==> config.mk <==
export PLATFORM = sky130hd
export DESIGN_NAME = timer_bank_flat
export DESIGN_NICKNAME = d
export VERILOG_FILES = /design/src/rtl/timer_pkg.sv /design/src/rtl/timer_bank_if.sv /design/src/rtl/timer_channel.sv /design/src/rtl/timer_bank.sv /design/src/flat_wrapper.sv
export SDC_FILE = /design/constraint.sdc
export NUM_CORES = 1
export LEC_CHECK = 0
export ABC_AREA = 1
export CORE_ASPECT_RATIO = 0.5
export CORE_MARGIN = 10
export CORE_UTILIZATION = 49
export CTS_CLUSTER_DIAMETER = 120
export DETAILED_ROUTE_END_ITERATION = 16
export PLACE_DENSITY = 0.62
export SYNTH_ARGS = -nofsm -noshare
export SYNTH_HDL_FRONTEND = slang
export SYNTH_HIERARCHICAL = 1
export SYNTH_SLANG_ARGS = --single-unit
==> constraint.sdc <==
create_clock -name clk_100Hz -period 2.6 [get_ports clk_100Hz]
set_clock_uncertainty 0.1 [all_clocks]
set_input_delay 0.52 -clock clk_100Hz [delete_from_list [all_inputs] [get_ports clk_100Hz]]
set_output_delay 0.52 -clock clk_100Hz [all_outputs]
set_load 0.005 [all_outputs]
==> src/rtl/timer_pkg.sv <==
// Shared types and limits for the multi-channel stopwatch/countdown timer bank.
// No logic, no latency.
// No flow control; these are compile-time definitions only.
package timer_pkg;

    typedef enum logic [1:0] {
        ST_IDLE    = 2'd0,
        ST_RUNNING = 2'd1,
        ST_STOPPED = 2'd2
    } tmr_state_e;

    localparam int CS_MAX  = 99;
    localparam int SEC_MAX = 59;
    localparam int MIN_MAX = 59;

    // One channel's time value, most significant field first.
    typedef struct packed {
        logic [7:0] hours;
        logic [7:0] minutes;
        logic [7:0] seconds;
        logic [7:0] centisec;
    } tm_t;

    // Channel-select width; a single channel still gets a 1-bit select.
    function automatic int ch_w(input int n);
        return (n <= 2) ? 1 : $clog2(n);
    endfunction

endpackage

==> src/rtl/timer_bank_if.sv <==
// Command and display bus of the timer bank.
// Commands are single-cycle pulses; display is combinational from registered state.
// No backpressure: every command pulse is accepted or dropped in the cycle it appears.
interface timer_bank_if
    import timer_pkg::*;
#(
    parameter int N_CH = 4
);
    localparam int CH_W = ch_w(N_CH);

    // command side
    logic [CH_W-1:0] sel;
    logic            start;
    logic            stop;
    logic            clear;
    logic            lap;
    logic            min_inc;
    logic            hour_inc;

    // display side
    logic [CH_W-1:0] rd_sel;
    logic            show_lap;
    logic [7:0]      hours;
    logic [7:0]      minutes;
    logic [7:0]      seconds;
    logic [7:0]      centisec;
    logic            lap_valid;

    modport master (
        output sel, start, stop, clear, lap, min_inc, hour_inc, rd_sel, show_lap,
        input  hours, minutes, seconds, centisec, lap_valid
    );

    modport slave (
        input  sel, start, stop, clear, lap, min_inc, hour_inc, rd_sel, show_lap,
        output hours, minutes, seconds, centisec, lap_valid
    );

endinterface

==> src/rtl/timer_channel.sv <==
// One timer channel: IDLE/RUNNING/STOPPED FSM, up/down time counter, lap snapshot, mode-edge detect.
// Commands take effect on the next clk_100Hz edge; outputs are straight from flops.
// No backpressure: conflicting commands are resolved by fixed priority, losers are dropped.
module timer_channel
    import timer_pkg::*;
#(
    parameter int HOUR_MAX   = 99,
    parameter int PRESET_MIN = 1
) (
    input  logic clk_100Hz,
    input  logic rst_n,
    input  logic start_i,
    input  logic stop_i,
    input  logic clear_i,
    input  logic lap_i,
    input  logic min_inc_i,
    input  logic hour_inc_i,
    input  logic down_mode_i,
    output tm_t  live_o,
    output tm_t  lap_o,
    output logic lap_vld_o,
    output logic running_o,
    output logic done_o
);

    localparam logic [7:0] CS_LIM   = 8'(CS_MAX);
    localparam logic [7:0] SEC_LIM  = 8'(SEC_MAX);
    localparam logic [7:0] MIN_LIM  = 8'(MIN_MAX);
    localparam logic [7:0] HOUR_LIM = 8'(HOUR_MAX);
    localparam tm_t        PRESET_T = {8'd0, 8'(PRESET_MIN), 8'd0, 8'd0};

    tmr_state_e state_q, state_d;
    tm_t        live_q, live_d;
    tm_t        lap_q, lap_d;
    logic       lap_vld_q, lap_vld_d;
    logic       done_q, done_d;
    logic       mode_q, mode_d;

    tm_t        up_nxt;
    tm_t        down_nxt;
    logic       live_zero;
    logic       mode_edge;

    // Add one centisecond with carry; the top hour wraps back to zero.
    function automatic tm_t tick_up(input tm_t t);
        tm_t r;
        r = t;
        if (t.centisec >= CS_LIM) begin
            r.centisec = 8'd0;
            if (t.seconds >= SEC_LIM) begin
                r.seconds = 8'd0;
                if (t.minutes >= MIN_LIM) begin
                    r.minutes = 8'd0;
                    r.hours   = (t.hours >= HOUR_LIM) ? 8'd0 : t.hours + 8'd1;
                end else begin
                    r.minutes = t.minutes + 8'd1;
                end
            end else begin
                r.seconds = t.seconds + 8'd1;
            end
        end else begin
            r.centisec = t.centisec + 8'd1;
        end
        return r;
    endfunction

    // Subtract one centisecond with borrow; caller guarantees a nonzero value.
    function automatic tm_t tick_down(input tm_t t);
        tm_t r;
        r = t;
        if (t.centisec != 8'd0) begin
            r.centisec = t.centisec - 8'd1;
        end else begin
            r.centisec = CS_LIM;
            if (t.seconds != 8'd0) begin
                r.seconds = t.seconds - 8'd1;
            end else begin
                r.seconds = SEC_LIM;
                if (t.minutes != 8'd0) begin
                    r.minutes = t.minutes - 8'd1;
                end else begin
                    r.minutes = MIN_LIM;
                    r.hours   = t.hours - 8'd1;
                end
            end
        end
        return r;
    endfunction

    assign up_nxt    = tick_up(live_q);
    assign down_nxt  = tick_down(live_q);
    assign live_zero = (live_q == '0);
    assign mode_edge = down_mode_i ^ mode_q;

    // Next-state: mode edge and clear reload, else FSM with counting, lap capture and setting.
    always_comb begin
        state_d   = state_q;
        live_d    = live_q;
        lap_d     = lap_q;
        lap_vld_d = lap_vld_q;
        done_d    = 1'b0;
        mode_d    = down_mode_i;

        if (mode_edge || clear_i) begin
            // Entering/leaving countdown or clearing always reloads the base value.
            state_d   = ST_IDLE;
            live_d    = down_mode_i ? PRESET_T : '0;
            lap_d     = '0;
            lap_vld_d = 1'b0;
        end else if (state_q == ST_RUNNING) begin
            if (stop_i) begin
                state_d = ST_STOPPED;
            end else begin
                // start outranks lap, so a simultaneous start suppresses the capture.
                if (lap_i && !start_i) begin
                    lap_d     = live_q;
                    lap_vld_d = 1'b1;
                end
                if (down_mode_i) begin
                    if (live_zero) begin
                        state_d = ST_STOPPED;
                    end else begin
                        live_d = down_nxt;
                        if (down_nxt == '0) begin
                            state_d = ST_STOPPED;
                            done_d  = 1'b1;
                        end
                    end
                end else begin
                    live_d = up_nxt;
                end
            end
        end else begin
            // A countdown with nothing left to count refuses to start.
            if (start_i && !stop_i && !(down_mode_i && live_zero)) begin
                state_d = ST_RUNNING;
            end
            // Manual setting of a paused countdown; fields wrap independently.
            if (down_mode_i && min_inc_i) begin
                live_d.minutes = (live_q.minutes >= MIN_LIM) ? 8'd0 : live_q.minutes + 8'd1;
            end
            if (down_mode_i && hour_inc_i) begin
                live_d.hours = (live_q.hours >= HOUR_LIM) ? 8'd0 : live_q.hours + 8'd1;
            end
        end
    end

    // Channel state registers; mode history clears so a held down_mode reloads after reset.
    always_ff @(posedge clk_100Hz or negedge rst_n) begin
        if (!rst_n) begin
            state_q   <= ST_IDLE;
            live_q    <= '0;
            lap_q     <= '0;
            lap_vld_q <= 1'b0;
            done_q    <= 1'b0;
            mode_q    <= 1'b0;
        end else begin
            state_q   <= state_d;
            live_q    <= live_d;
            lap_q     <= lap_d;
            lap_vld_q <= lap_vld_d;
            done_q    <= done_d;
            mode_q    <= mode_d;
        end
    end

    assign live_o    = live_q;
    assign lap_o     = lap_q;
    assign lap_vld_o = lap_vld_q;
    assign running_o = (state_q == ST_RUNNING);
    assign done_o    = done_q;

endmodule

==> src/rtl/timer_bank.sv <==
// Bank of N_CH independent timer channels with command decode and a display read mux.
// Commands act on the next clk_100Hz edge; display has zero-cycle latency from rd_sel/show_lap.
// No backpressure: out-of-range selects drop commands and read back as zero.
module timer_bank
    import timer_pkg::*;
#(
    parameter int N_CH       = 4,
    parameter int HOUR_MAX   = 99,
    parameter int PRESET_MIN = 1
) (
    input  logic            clk_100Hz,
    input  logic            rst_n,
    timer_bank_if.slave     bus,
    input  logic [N_CH-1:0] down_mode,
    output logic [N_CH-1:0] running,
    output logic [N_CH-1:0] done
);

    localparam int CH_W = ch_w(N_CH);

    tm_t             live [N_CH];
    tm_t             lap  [N_CH];
    logic [N_CH-1:0] lap_vld;
    tm_t             disp;
    logic            disp_lap_vld;

    for (genvar i = 0; i < N_CH; i++) begin : g_ch
        // A select beyond the last channel matches no channel, so its pulses vanish.
        logic hit;
        assign hit = (bus.sel == CH_W'(i));

        timer_channel #(
            .HOUR_MAX   (HOUR_MAX),
            .PRESET_MIN (PRESET_MIN)
        ) u_ch (
            .clk_100Hz   (clk_100Hz),
            .rst_n       (rst_n),
            .start_i     (bus.start    & hit),
            .stop_i      (bus.stop     & hit),
            .clear_i     (bus.clear    & hit),
            .lap_i       (bus.lap      & hit),
            .min_inc_i   (bus.min_inc  & hit),
            .hour_inc_i  (bus.hour_inc & hit),
            .down_mode_i (down_mode[i]),
            .live_o      (live[i]),
            .lap_o       (lap[i]),
            .lap_vld_o   (lap_vld[i]),
            .running_o   (running[i]),
            .done_o      (done[i])
        );
    end

    // Display mux: live or lap of rd_sel; invalid lap and unknown channels read zero.
    always_comb begin
        disp         = '0;
        disp_lap_vld = 1'b0;
        for (int i = 0; i < N_CH; i++) begin
            if (bus.rd_sel == CH_W'(i)) begin
                disp_lap_vld = lap_vld[i];
                if (bus.show_lap) begin
                    disp = lap_vld[i] ? lap[i] : '0;
                end else begin
                    disp = live[i];
                end
            end
        end
    end

    assign bus.hours     = disp.hours;
    assign bus.minutes   = disp.minutes;
    assign bus.seconds   = disp.seconds;
    assign bus.centisec  = disp.centisec;
    assign bus.lap_valid = disp_lap_vld;

endmodule

==> src/flat_wrapper.sv <==
// flat-port wrapper written by rule: the top's interface ports become plain ports
module timer_bank_flat import timer_pkg::*;
#(
    parameter int N_CH       = 4,
    parameter int HOUR_MAX   = 99,
    parameter int PRESET_MIN = 1
)
  (clk_100Hz, rst_n, down_mode, running, done, bus_sel, bus_start, bus_stop, bus_clear, bus_lap, bus_min_inc, bus_hour_inc, bus_rd_sel, bus_show_lap, bus_hours, bus_minutes, bus_seconds, bus_centisec, bus_lap_valid);
  timer_bank_if #(.N_CH(N_CH)) bus_i ();
  input  logic clk_100Hz;
  input  logic rst_n;
  input  logic [N_CH-1:0] down_mode;
  output logic [N_CH-1:0] running;
  output logic [N_CH-1:0] done;
  input wire logic [$bits(bus_i.sel)-1:0] bus_sel;
  input wire logic [$bits(bus_i.start)-1:0] bus_start;
  input wire logic [$bits(bus_i.stop)-1:0] bus_stop;
  input wire logic [$bits(bus_i.clear)-1:0] bus_clear;
  input wire logic [$bits(bus_i.lap)-1:0] bus_lap;
  input wire logic [$bits(bus_i.min_inc)-1:0] bus_min_inc;
  input wire logic [$bits(bus_i.hour_inc)-1:0] bus_hour_inc;
  input wire logic [$bits(bus_i.rd_sel)-1:0] bus_rd_sel;
  input wire logic [$bits(bus_i.show_lap)-1:0] bus_show_lap;
  output wire logic [$bits(bus_i.hours)-1:0] bus_hours;
  output wire logic [$bits(bus_i.minutes)-1:0] bus_minutes;
  output wire logic [$bits(bus_i.seconds)-1:0] bus_seconds;
  output wire logic [$bits(bus_i.centisec)-1:0] bus_centisec;
  output wire logic [$bits(bus_i.lap_valid)-1:0] bus_lap_valid;
  assign bus_i.sel = bus_sel;
  assign bus_i.start = bus_start;
  assign bus_i.stop = bus_stop;
  assign bus_i.clear = bus_clear;
  assign bus_i.lap = bus_lap;
  assign bus_i.min_inc = bus_min_inc;
  assign bus_i.hour_inc = bus_hour_inc;
  assign bus_i.rd_sel = bus_rd_sel;
  assign bus_i.show_lap = bus_show_lap;
  assign bus_hours = bus_i.hours;
  assign bus_minutes = bus_i.minutes;
  assign bus_seconds = bus_i.seconds;
  assign bus_centisec = bus_i.centisec;
  assign bus_lap_valid = bus_i.lap_valid;
  timer_bank #(.N_CH(N_CH), .HOUR_MAX(HOUR_MAX), .PRESET_MIN(PRESET_MIN)) u_core (.clk_100Hz(clk_100Hz), .rst_n(rst_n), .bus(bus_i), .down_mode(down_mode), .running(running), .done(done));
endmodule
; ---- Yosys cells after proc, flatten, opt, wreduce, memory -nomap -nowiden
; Index checks and enable logic that the tools add are counted.
[classes]
n_eq_ne = 46
magnitude_cmp = 16
add_sub_neg = 32
mux = 188
n_reduce_logical = 110
n_bitwise = 28
[op_table]
columns = op, n
row1 = 32-bit two-way mux, 44
row2 = 8-bit two-way mux, 44
row3 = 32-bit logical NOT, 8
row4 = 16-bit two-way mux, 16
row5 = 24-bit two-way mux, 8
row6 = 8-bit by 1-bit adder with 8-bit output (second input constant), 16
row7 = 8-bit by 1-bit subtractor with 8-bit output (second input constant), 16
row8 = 8-bit nonzero test, 12
row9 = 17-bit two-way mux, 4
row10 = 8-bit by 6-bit greater-or-equal comparator with 1-bit output (second input constant), 8
row11 = 8-bit by 7-bit greater-or-equal comparator with 1-bit output (second input constant), 8
row12 = 2-bit two-way mux, 28
row13 = 4-bit by 2-bit != test with 1-bit output (second input constant), 12
row14 = 3-bit nonzero test, 16
row15 = 1-bit two-way mux, 44
row16 = 3-bit AND reduction, 12
row17 = 4-bit by 3-bit != test with 1-bit output (second input constant), 8
row18 = 1-bit bitwise AND, 24
row19 = 1-bit logical AND, 24
row20 = 3-bit by 2-bit != test with 1-bit output (second input constant), 8
row21 = 6-bit AND reduction, 4
row22 = 5-bit by 2-bit != test with 1-bit output (second input constant), 4
row23 = 5-bit AND reduction, 4
row24 = 4-bit AND reduction, 4
row25 = other kinds (8), 44
[totals]
output_inout_bits = 41
ff_bits = 276
elab_cells = 468

; ---- Logic depth before layout (Yosys ltp)
[depth]
ltp_word = 11
depth_mapped = 20
mapped_depth_nobuf = 18

; ---- Modules after synthesis
; The synthesis kept the hierarchy.
[modules_own_cells]
columns = module, area_each_um2, instances, cells_per_inst
row1 = timer_channel at u_core.g_ch[1].u_ch ..., 4461.8, 2, 614
row2 = timer_channel at u_core.g_ch[3].u_ch, 4566.9, 1, 604
row3 = timer_channel at u_core.g_ch[0].u_ch, 4372.9, 1, 612
row4 = timer_bank, 2786.4, 1, 649

; ---- Worst setup path after synthesis
; Ideal clock, no wire load.
[synth_path]
path_type = register to register
startpoint = register u_core.g_ch[1].u_ch.live_q (netlist bit u_core/g_ch[1].u_ch/live_o[8])
endpoint = register u_core.g_ch[1].u_ch.state_q[1]
stages_incl_launch_ff = 18
t_required_ps = 2383
t_arrival_ps = 2131
path_slack_ps = 252
n_path_buf = 2
path_cell_list = dfrtp_1 > inv_1 > ha_1 > nand2_1 > nor2_4 > buf_8 > nand2_4 > nor2_4 > buf_6 > nand2_1 > xor2_1 > nand3_1 > nor2_1 > nand2_1 > nand2_2 > nand2_2 > nand2_1 > nand2_1
[synth_via]
elab_chain_cells = 6
elab_cells_between_ends = 18
classes_between = add/sub (1) / eq/ne (1) / mux (8) / reduce/logical (8)
[synth_lines]
columns = item, line
row1 = start: declaration, timer_channel.sv:33  ; tm_t live_q, live_d;
row2 = start signal: assignment, timer_channel.sv:159  ; live_q <= live_d;
row3 = 8-bit by 1-bit subtractor with 8-bit output (tied with other cells), timer_channel.sv:76  ; r.seconds = t.seconds - 8'd1;
row4 = 8-bit two-way mux (tied with other cells), timer_channel.sv:75  ; if (t.seconds != 8'd0) begin
row5 = 24-bit two-way mux (tied with other cells), timer_channel.sv:71  ; if (t.centisec != 8'd0) begin
row6 = 32-bit logical NOT (tied with other cells), timer_channel.sv:124  ; if (down_nxt == '0) begin
row7 = 5-bit by 2-bit != test with 1-bit output (no line) (tied with other cells), n/a
row8 = 3-bit AND reduction (no line) / 2-bit two-way mux (equally long branches), n/a
row9 = end signal: assignment, timer_channel.sv:158  ; state_q <= state_d;
row10 = end: declaration, timer_channel.sv:32  ; tmr_state_e state_q, state_d;
; Parallel ways exist; a longest one is shown, timed or not. The select of a mux whose other input is x is not followed.
; A chain may end at the register's enable or synchronous reset.

; ---- Worst setup path in the final report
[layout_path]
startpoint = register u_core.g_ch[1].u_ch.lap_vld_q
endpoint = output port bus_seconds[0]
[layout_via]
elab_chain_cells = 5
[layout_lines]
columns = item, line
row1 = start: declaration, timer_channel.sv:35  ; logic lap_vld_q, lap_vld_d;
row2 = start signal: assignment, timer_channel.sv:161  ; lap_vld_q <= lap_vld_d;
row3 = 32-bit two-way mux, timer_bank.sv:61  ; disp = lap_vld[i] ? lap[i] : '0;
row4 = 32-bit two-way mux, timer_bank.sv:60  ; if (bus.show_lap) begin
row5 = 32-bit two-way mux (3 in series), timer_bank.sv:58  ; if (bus.rd_sel == CH_W'(i)) begin
row6 = end: declaration, flat_wrapper.sv:26  ; output wire logic [$bits(bus_i.seconds)-1:0] bus_seconds;
; No other way between the ends.

==> metrics <==
Worst Hold Slack=0.349 ns; Antenna diodes=0; required time worst endpoint=between 1.5 and 2 ns; Cell Pwr Density=1170 mW/mm²; Final Cell Area=roughly 0.027 mm²; Sw Pwr=approximately 15000 µW; Pleak=about 0.013 µW; top post-synthesis cells by area=dfrtp_1 33%, nand2_1 16%, nand3_1 8.7%, inv_1 6.7%, nor2_1 4.9%; pre-CTS setup slack=-0.396 ns; CTS tree=yes; status=finished, violations left; R2R depth=16; GPL Wtd Cong=1.00; failing checks=setup timing; vias=about 24000; final WL=84200 µm; wire per inst=slightly above 20 µm; Post-synth top flop=dfrtp_1; Max-slew headroom=54.7%; post-synth net total=about 3200; Period Utilization, post-route=102%; Pwr Total=around 31000 µW; Mapped Cells=~3100; RSZ-0062 raised after global routing=true; Internal Dissipation=roughly 16000 µW; die footprint=between 0.05 and 0.06 mm²; via/cell ratio=approximately 5.8; Die W=slightly above 300 µm; I/O Pins=58; Cell Area, Synth=approximately 0.021 mm²; # DRC=0; GRT overflow=0; max-cap violations=0; worst reg-to-reg setup slack=0.08 ns; Setup crit end kind=primary output; maximum achievable frequency=around 380 MHz; Worst setup SP type=flop; DRT Pass-1 Iters=8; clock transition at the registers of the reported paths=~0.070 ns; initial core utilization=49.4%; number of synthesized register bits=approximately 280; # port buffers=57; area leader, netlist=dfrtp_1; Gate power share=65.1%; CP Data Arrival Time=2.03 ns; Setup-failing EPs final=1; syn avg cell area=6.68 µm²; Clock Path Buffers=3; layout net count=around 3600; Clk network pwr share=about 15%; final critical-path required period=around 2.7 ns; ys async rst share=100%; Synth cell types=58; Sw Share=49.1%; total track usage=a little under a third; Post-synth EDFFs=0; Seq pwr share=about a fifth; Worst VDD drop=around 660 µV; Min-Delay Path Class=input port to async pin; largest net degree at the start of global routing=approximately 60; antenna viol nets, final=0; Core Area=0.0418 mm²; HPWL Detailed=~65000 µm; Clock Latency Late Sink=0.59 ns; Fin. Hold Viols=0; Slew @ Worst Pin=approximately 0.67 ns; H-tree Lvls=1; clock sink count=around 280; initial antenna violation count=2; CP max FO=8; post-synth top area share=between 30% and 40%; Fin Setup TNS=-0.0508 ns; crit path kind=flop to primary output; global-route wire length before repair=roughly 130000 µm; YS warnings=6; root buffer cell=clkbuf_16; vias in the first global route=between 20000 and 25000; Final WS setup=-0.0508 ns; initial DRC count=approximately 3100; share of post-route cells with drive strength above 1=a little under a quarter; Die H=between 150 and 200 µm; Area Overhead vs Synth=29.2%; num rows=53; Post-DP Area=0.0247 mm²; fin. max-slew vios=0; CTS Buf Count=29; post-synthesis sequential area ratio=33.4%
-- cell type report --
type	count	area, µm²
Fill cell	3945	15100
Clock inverter	11	164
Timing Repair Buffer	514	4430
Multi-Input combinational cell	2299	12100
Tap cell	550	688
Sequential cell	276	6910
Inverter	394	1480
Clock buffer	43	878
-- registers in the layout, summed over array words and instances (netlist names) --
register	cells
u_core/g_ch.u_ch/done_o	4
u_core/g_ch.u_ch/lap_o	128
u_core/g_ch.u_ch/lap_vld_o	4
u_core/g_ch.u_ch/live_o	128
u_core/g_ch.u_ch/mode_q	4
u_core/g_ch.u_ch/state_q	8
-- power groups by stage --
| stage | combinational, µW | sequential, µW | clock (µW) |
|---|---|---|---|
| 6_report | 20300 | 6190 | 4680 |
| 5_1_grt | 22000 | 6310 | 4910 |
| 4_1_cts | 18500 | 6130 | 4740 |
| 3_5_place_dp | 18000 | 6190 | 0 |
| 3_3_place_gp | 18000 | 6160 | 0 |
| 2_1_floorplan | 10700 | 6210 | 0 |
-- critical path: stages, from the launching register on --
cell and delay, ns:
dfrtp_2 0.47, buf_12 0.16, buf_4 0.13, buf_4 0.12, nand3_1 0.08, nand2_2 0.13
nand2_1 0.10, nand4_1 0.09, dlymetal6s2s_1 0.16
-- repair_timing --
item                                    CTS  global route
cloned                                    4             2
pin swaps                                20            59
gates resized for setup                 133           141
hold endpoints to repair                 42             0
setup buffers                             9            26
endpoints found under the setup margin   42            85
hold buffers                              1             0
-- cell usage after synthesis, drive strengths merged, types with 3 or more instances --
master and count:
o32ai 5, or2 5, clkbuf 32, a32oi 6, nor3 44, o22ai 131, nand2 925, nand3 369
o31ai 22, a211oi 5, o21a 3, o21ai 204, nand4 74, dfrtp 276, xor2 49, o211ai 12
ha 40, nor2 314, a31oi 13, inv 391, a22oi 19, buf 94, clkinv 3, o41ai 3
a21oi 38, nand3b 3
-- per-layer routing --
layer,part of all wire [%],GRT usage (%)
met1,45,45.9
met5,0.036,0
met4,2.7,9.05
met2,42,46.5
met3,11,7.52
-- cell usage in the layout (no fill, tap or decap), types with 10 or more instances in the layout --
cell type / count
o21ai_2: 18
buf_12: 32
clkbuf_16: 30
nand3_2: 20
o22ai_1: 131
a21oi_1: 35
a22oi_1: 19
nand2_1: 817
dlygate4sd2_1: 11
nand2_2: 97
nand2_4: 11
ha_1: 30
buf_4: 409
a31oi_1: 12
o21ai_1: 36
dfrtp_1: 272
xor2_1: 49
inv_2: 30
nand3_1: 341
clkdlybuf4s50_1: 20
nor2_4: 31
nor2_1: 244
o31ai_1: 21
buf_2: 10
inv_1: 361
nand4_1: 72
o21ai_0: 150
nor2_2: 39
buf_6: 11
nor3_1: 43
o211ai_1: 11
clkbuf_8: 10
-- metrics by stage --
stage                     std cells  util, %
after floorplan                3093        -
after global placement         3994     59.1
after detailed placement       3994     59.1
after CTS                      4062     62.4
after global routing           4087     63.8
final                          4087     63.8
-- final timing paths --
| path | startpoint | end |
|---|---|---|
| worst max-delay path | u_core/g_ch[1].u_ch/lap_vld_o | bus_seconds[0] |
| worst min-delay path | rst_n | u_core/g_ch[0].u_ch/lap_o[7] |
| worst max register to register | u_core/g_ch[1].u_ch/live_o[1] | u_core/g_ch[1].u_ch/state_q[0] |
| worst min register to register | u_core/g_ch[2].u_ch/state_q[0] | u_core/g_ch[2].u_ch/state_q[0] |
| max in group asynchronous | rst_n | u_core/g_ch[3].u_ch/live_o[11] |
| min in group clk_100Hz | u_core/g_ch[2].u_ch/state_q[0] | u_core/g_ch[2].u_ch/state_q[0] |
-- logic make-up after synthesis --
kind of cell    Yosys count  share of synthesized area (%)
compound gates          471                           14.1
xor+xnor                 49                           2.08
fa+ha+maj                40                           2.42
buf+inv                 520                           10.6
flops                   276                           33.4
simple gates           1737                           37.3
(Power assumes the default switching activity.)
